[src/rtl/debouncer_multi.sv]
// Multi-channel switch debouncer: per-channel synchroniser, stability filter FSM,
// registered debounced level plus press, release and long-press one-cycle ticks.
module debouncer_multi #(
    parameter int N_CH        = 4,
    parameter int SYNC_STAGES = 2,
    parameter int DB_CYCLES   = 120,
    parameter int LONG_CYCLES = 1000
) (
    input  logic            clk_i,
    input  logic            rst_i,
    input  logic [N_CH-1:0] sw_i,
    output logic [N_CH-1:0] db_level_o,
    output logic [N_CH-1:0] press_tick_o,
    output logic [N_CH-1:0] release_tick_o,
    output logic [N_CH-1:0] long_tick_o
);

    localparam int DW = $clog2(DB_CYCLES + 1);
    localparam int HW = (LONG_CYCLES > 0) ? $clog2(LONG_CYCLES + 1) : 1;

    // The level flips on the DB_CYCLES-th consecutive differing edge, i.e. when
    // the counter already holds DB_CYCLES-1.
    localparam logic [DW-1:0] DB_LAST   = DW'(DB_CYCLES - 1);
    localparam logic [HW-1:0] HOLD_MAX  = HW'(LONG_CYCLES);
    localparam logic [HW-1:0] HOLD_LAST = HW'(LONG_CYCLES - 1);

    typedef enum logic [1:0] {
        STABLE_LOW  = 2'd0,
        PEND_HIGH   = 2'd1,
        STABLE_HIGH = 2'd2,
        PEND_LOW    = 2'd3
    } state_t;

    generate
        for (genvar gi = 0; gi < N_CH; gi++) begin : g_ch
            logic [SYNC_STAGES-1:0] sync_reg;
            logic                   sw_s;
            state_t                 state_reg, state_next;
            logic [DW-1:0]          db_cnt_reg, db_cnt_next;
            logic [HW-1:0]          hold_cnt_reg, hold_cnt_next;
            logic [HW-1:0]          hold_step;
            logic                   long_hit;
            logic                   level_reg, level_next;
            logic                   press_reg, press_next;
            logic                   release_reg, release_next;
            logic                   long_reg, long_next;

            always_ff @(posedge clk_i) begin
                if (rst_i) begin
                    sync_reg <= '0;
                end else begin
                    sync_reg <= {sync_reg[SYNC_STAGES-2:0], sw_i[gi]};
                end
            end

            assign sw_s = sync_reg[SYNC_STAGES-1];

            // With LONG_CYCLES = 0 the counter sits at HOLD_MAX = 0, so it never
            // advances and long_hit can never assert.
            assign hold_step = (hold_cnt_reg != HOLD_MAX) ? hold_cnt_reg + HW'(1) : hold_cnt_reg;
            assign long_hit  = (hold_cnt_reg != HOLD_MAX) && (hold_cnt_reg == HOLD_LAST);

            always_ff @(posedge clk_i) begin
                if (rst_i) begin
                    state_reg    <= STABLE_LOW;
                    db_cnt_reg   <= '0;
                    hold_cnt_reg <= '0;
                    level_reg    <= 1'b0;
                    press_reg    <= 1'b0;
                    release_reg  <= 1'b0;
                    long_reg     <= 1'b0;
                end else begin
                    state_reg    <= state_next;
                    db_cnt_reg   <= db_cnt_next;
                    hold_cnt_reg <= hold_cnt_next;
                    level_reg    <= level_next;
                    press_reg    <= press_next;
                    release_reg  <= release_next;
                    long_reg     <= long_next;
                end
            end

            always_comb begin
                state_next    = state_reg;
                db_cnt_next   = db_cnt_reg;
                hold_cnt_next = hold_cnt_reg;
                level_next    = level_reg;
                press_next    = 1'b0;
                release_next  = 1'b0;
                long_next     = 1'b0;

                case (state_reg)
                    STABLE_LOW, PEND_HIGH: begin
                        hold_cnt_next = '0;
                        if (sw_s) begin
                            if (db_cnt_reg == DB_LAST) begin
                                state_next  = STABLE_HIGH;
                                db_cnt_next = '0;
                                level_next  = 1'b1;
                                press_next  = 1'b1;
                            end else begin
                                state_next  = PEND_HIGH;
                                db_cnt_next = db_cnt_reg + DW'(1);
                            end
                        end else begin
                            state_next  = STABLE_LOW;
                            db_cnt_next = '0;
                        end
                    end
                    STABLE_HIGH, PEND_LOW: begin
                        if (!sw_s && (db_cnt_reg == DB_LAST)) begin
                            // A release on the long-press edge suppresses the long tick.
                            state_next    = STABLE_LOW;
                            db_cnt_next   = '0;
                            hold_cnt_next = '0;
                            level_next    = 1'b0;
                            release_next  = 1'b1;
                        end else begin
                            hold_cnt_next = hold_step;
                            long_next     = long_hit;
                            if (!sw_s) begin
                                state_next  = PEND_LOW;
                                db_cnt_next = db_cnt_reg + DW'(1);
                            end else begin
                                state_next  = STABLE_HIGH;
                                db_cnt_next = '0;
                            end
                        end
                    end
                    default: begin
                        state_next    = STABLE_LOW;
                        db_cnt_next   = '0;
                        hold_cnt_next = '0;
                        level_next    = 1'b0;
                    end
                endcase
            end

            assign db_level_o[gi]     = level_reg;
            assign press_tick_o[gi]   = press_reg;
            assign release_tick_o[gi] = release_reg;
            assign long_tick_o[gi]    = long_reg;
        end
    endgenerate

endmodule

[config.mk]
export PLATFORM = sky130hd
export DESIGN_NAME = debouncer_multi
export DESIGN_NICKNAME = d
export VERILOG_FILES = /design/src/rtl/debouncer_multi.sv
export SDC_FILE = /design/constraint.sdc
export NUM_CORES = 1
export LEC_CHECK = 0
export BUFFER_PORTS_ARGS = -buffer_cell sky130_fd_sc_hd__buf_4
export CORE_ASPECT_RATIO = 1.1
export CORE_MARGIN = 2
export CORE_UTILIZATION = 45
export CTS_CLUSTER_SIZE = 20
export DETAILED_ROUTE_END_ITERATION = 8
export PLACE_DENSITY = 0.62
export SYNTH_ARGS = -nofsm -noshare
export SYNTH_HDL_FRONTEND = slang
export SYNTH_SLANG_ARGS = --single-unit
[constraint.sdc]
create_clock -name clk_i -period 3.2 [get_ports clk_i]
set_input_delay 0.48 -clock clk_i [delete_from_list [all_inputs] [get_ports clk_i]]
set_output_delay 0.48 -clock clk_i [all_outputs]
set_load 0.03 [all_outputs]
## Yosys cells after proc, flatten, opt, wreduce, memory -nomap -nowiden

Cells that the tools add are included.
W data, S select, Z words.

| cells by class | value |
|---|---|
| add/sub/neg operators | 8 |
| multipliers | 0 |
| divide/modulo/power cells | 0 |
| $lt $le $gt $ge | 0 |
| equal/unequal tests | 40 |
| shift operators | 0 |
| muxes and demuxes | 76 |
| bitwise gates (word level) | 12 |
| reduce and logical (&&, ||, !) cells | 40 |

Operator list:

| operator | count |
|---|---|
| $mux W7 | 16 |
| $mux W10 | 8 |
| $pmux W10 S2 | 4 |
| $pmux W7 S2 | 4 |
| $add A10 B1 Y10 const B | 4 |
| $eq A10 B10 Y1 const B | 4 |
| $ne A10 B10 Y1 const B | 4 |
| $add A7 B1 Y7 const B | 4 |
| $eq A7 B7 Y1 const B | 4 |
| $mux W1 | 24 |
| $mux W2 | 12 |
| $ne A2 B2 Y1 const B | 12 |
| $reduce_or A2 Y1 | 12 |
| $reduce_or A3 Y1 | 8 |
| $eq A2 B2 Y1 const B | 8 |
| $pmux W2 S2 | 4 |
| $ne A3 B3 Y1 const B | 4 |
| $not A1 Y1 | 12 |
| $reduce_and A3 Y1 | 4 |
| $eq A2 B1 Y1 const B | 4 |
| $logic_and A1 B1 Y1 | 8 |
| $logic_not A2 Y1 | 4 |
| $pmux W1 S2 | 4 |
| $logic_not A1 Y1 | 4 |

| word-level totals | value |
|---|---|
| register bits after elaboration | 100 |
| latch bits | 0 |
| memory bits (writable) | 0 |
| ROM bits | 0 |
| input port bits | 6 |
| output and inout bits | 16 |
| word-level logic and storage cells | 208 |
| memories | 0 |

## Longest topological paths before layout

| logic depth | value |
|---|---|
| word-level depth | 4 |
| gate-level depth with buffers | 5 |
| mapped depth without buffers | 5 |

## Worst setup path before layout

OpenSTA, ideal clock, no wires.

| timing path | value |
|---|---|
| path type | reg2reg |
| from | reg g_ch[3].db_cnt_reg[0] |
| to | reg g_ch[3].hold_cnt_reg[0] |
| library setup time | 0.124 ns |
| arrival time | 1.322 ns |
| data required time | 3.076 ns |
| slack | 1.754 ns |
| cell stages (with the launch flop) | 6 |
| path buffers | 1 |
| clock period less this slack | 1.446 ns |
| path through | dfxtp_1 > ha_1 > nand4_1 > o311ai_1 > buf_2 > nor3_1 |

| on the way | value |
|---|---|
| word-level cells in the longest chain between the ends | 4 |
| elaborated cells between the ends (all ways) | 5 |
| classes of those cells | eq/ne (2); mux (2); reduce/logical (1) |

RTL lines:

| item | RTL line | RTL |
|---|---|---|
| from (decl) | 39 | `logic [DW-1:0] db_cnt_reg, db_cnt_next;` |
| from (signal assigned) | 74 | `db_cnt_reg <= db_cnt_next;` |
| $eq A7 B7 Y1 * | 111 | `if (!sw_s && (db_cnt_reg == DB_LAST)) begin` |
| $logic_and A1 B1 Y1 * | 111 |  |
| $mux W10 | 111 |  |
| $pmux W10 S2 | 92 | `case (state_reg)` |
| to (signal assigned) | 75 | `hold_cnt_reg <= hold_cnt_next;` |
| to (decl) | 40 | `logic [HW-1:0] hold_cnt_reg, hold_cnt_next;` |

Every way passes the cells marked *; elsewhere a longest branch is shown, timed or not.
A chain may end at the register's enable or synchronous reset.

## Final worst setup path

| timing path | value |
|---|---|
| from | reg g_ch[1].db_cnt_reg[0] |
| to | reg g_ch[1].long_reg |

| on the way | value |
|---|---|
| word-level cells in the longest chain between the ends | 3 |

RTL lines:

| item | RTL line | RTL |
|---|---|---|
| from (decl) | 39 |  |
| from (signal assigned) | 74 |  |
| $eq A7 B7 Y1 | 111 |  |
| $logic_and A1 B1 Y1 | 111 |  |
| $reduce_or A3 Y1 (no source line) | - |  |
| to (signal assigned) | 79 | `long_reg <= long_next;` |
| to (decl) | 46 | `logic long_reg, long_next;` |

No other way between the ends.

==> flow_metrics.env <==
export IMPL_yosys_area_top_type="dfxtp_1"
export IMPL_yosys_cell_count_top_type="dfxtp_1"
export IMPL_antenna_left=0
export IMPL_via_per_inst=5.56
export IMPL_fp_dieW_um=97.0
export IMPL_min_delay_path_depth=2
export IMPL_antenna_found_initial=0
export IMPL_power_density_mw_per_mm2=444
export IMPL_async_flop_share_pct=0
export IMPL_num_nets_final=503
export IMPL_cts_inserted_buffers=9
export IMPL_synth_area_per_cell_um2=9.03
export IMPL_nFillCells=888
export IMPL_port_buffers=21
export IMPL_postCtsHoldBufs=0
export IMPL_final_hold_violation_count=0
export IMPL_ys_types=45
export IMPL_hold_path_startpoint="sw_i[3]"
export IMPL_cts_resized_gates=0
export IMPL_hold_ws_ns=0.322
export IMPL_hold_class="in2reg"
export IMPL_yosysWarnings=0
export IMPL_synth_edf_count=0
export IMPL_syn_area_mm2=0.00428
export IMPL_overflow=0
export IMPL_area_sequential_mm2=0.00192
export IMPL_synth_top_flop_cell="dfxtp_1"
export IMPL_core_region_area_mm2=0.00931
export IMPL_multiInputGateArea_mm2=0.00212
export IMPL_area_delta_synth_final_pct=8.65
export IMPL_rsz0062_at_grt="no"
export IMPL_post_cts_setup_buffers=0
export IMPL_intPower_uw=1630
export IMPL_fin_crit_ns=1.85
export IMPL_drive_gt1_share_pct=9.20
export IMPL_cts_max_level=3
export IMPL_clockRootBuffer="clkbuf_8"
export IMPL_status="finished, final reports clean"
export IMPL_first_iter_violations=89
export IMPL_std_cell_rows=37
export IMPL_setup_tns_ns=0
export IMPL_firstDrtPassIters=4
export IMPL_cts_tree="yes"
export IMPL_worst_pin_slew_ns=0.774
export IMPL_critPathArrivalTime_ns=2.07
export IMPL_num_antenna_cells=0
export IMPL_clock_fmax_mhz=542
export IMPL_fin_skew_ns=0.00763
export IMPL_vias=3367
export IMPL_seq_power_share_pct=58.5
export IMPL_netlist_top_cells_count="dfxtp_1, a21oi_1, nand3_1, nor2_1, o21ai_0"
export IMPL_clk_pin_slew_ns=0.09
export IMPL_postSynthCellCount=474
export IMPL_largest_reg_flops=40
export IMPL_synth_top_area_share_pct=44.9
export IMPL_switching_power_uw=430
export IMPL_slew_violations=0
export IMPL_routed_wl_um=7740
export IMPL_io_pins=22
export IMPL_hpwl_um=5390
export IMPL_rr_worst_depth=4
export IMPL_cts_sinks=96
export IMPL_post_route_period_util_pct=57.7
export IMPL_setup_viol=0
export IMPL_p_leak_uw=0.00146
export IMPL_drv_cap=0
export IMPL_synth_nets=492
export IMPL_clk_latency_ns=0.37
export IMPL_start_util_pct=46.0
export IMPL_dieArea_mm2=0.0103
export IMPL_peakVddDrop_mv=0.231
export IMPL_critical_path_class="reg2reg"
export IMPL_switching_share_pct=20.8
export IMPL_crit_fanout=11
export IMPL_crit_path_start="g_ch[1].db_cnt_reg[0]"
export IMPL_cts_max_path_buffers=2
export IMPL_r2r_start="g_ch[1].db_cnt_reg[0]"
export IMPL_fp_dieH_um=106
export IMPL_clockPowerShare_pct=40.1
export IMPL_track_usage_pct=15.8
export IMPL_worstSetupEndpointType="flop"
export IMPL_cp_required_ns=3.42
export IMPL_grt_max_degree=25
export IMPL_first_global_vias=3090
export IMPL_synth_area_leaders="dfxtp_1, a21oi_1, xor2_1"
export IMPL_synth_seq_cells=96
export IMPL_drc_errors=0
export IMPL_max_slew_margin_pct=48.3
export IMPL_grt_pass1_wl_um=13400
export IMPL_wl_per_cell_um=12.8
export IMPL_place_congestion=0.791
export IMPL_yosysSeqAreaShare_pct=44.9
export IMPL_startpoint_type="flop"
export IMPL_pwr_share_comb_pct=1.4
path summary, 6_finish.rpt:
path,slack (ns),end
max,1.35,g_ch[1].long_reg
min,0.32,g_ch[3].sync_reg[0]
max reg2reg,1.35,g_ch[1].long_reg
min reg2reg,0.44,g_ch[3].sync_reg[1]
power groups by stage:
stage | Clock [uW] | Combinational [uW] | Sequential [uW]
5_1_grt | 899 | 32.7 | 1210
3_3_place_gp | 0 | 28.7 | 1240
4_1_cts | 856 | 29.6 | 1210
2_1_floorplan | 0 | 20.9 | 1230
6_report | 829 | 28.9 | 1210
3_5_place_dp | 0 | 29.6 | 1240
kinds of logic after synthesis:
kind of cell,count (synthesis),share of synthesized area [%]
buffers and inverters,45,5.64
xor gates and xnor gates,24,4.91
adders and majority gates,12,3.51
DFF,96,44.9
and+or+nand+nor,196,26.9
AOI/OAI and AO/OA,101,14.2
routing by layer:
metal	GRT usage (%)	vias to the layer above	part of all wire [%]
li1	-	1743	-
met1	19.7	1555	48
met2	25.4	52	46
met3	2.76	17	2.8
met4	9.66	0	3.2
met5	0	-	0
worst max-delay path, stage by stage, from the launching register on:
cell,delay [ns]
dfxtp_1,0.36
ha_1,0.23
nand4_1,0.22
o311ai_2,0.74
nor4_1,0.15
cell type report:
cell class,count,area share (%)
Clock inverter,2,0.807
Multi-Input combinational cell,333,45.5
Tap cell,117,3.15
Sequential cell,96,41.3
Inverter,21,1.70
Timing Repair Buffer,24,3.88
Clock buffer,13,3.63
through the flow:
step	cell area [um2]	utilization, %	instances	total power [uW]	worst slack (ns)
final	4650	50.0	606	2060	1.35
after global routing	4650	50.0	606	2140	1.16
after CTS	4650	50.0	606	2090	1.31
after detailed placement	4440	47.7	591	1260	1.27
after global placement	4440	47.7	591	1260	1.34
after floorplan	4280	-	474	1250	1.75
layout by cell type, fill, tap and decap left out, types with 15 or more instances in the layout:
master	n
nand4_1	15
nand3_1	26
nor2_1	26
inv_1	21
xor2_1	19
nand2_1	22
o31ai_1	15
a21oi_1	40
o21ai_0	26
or3_1	18
dfxtp_1	96
buf_4	24
Power figures use the tool's default switching activity.
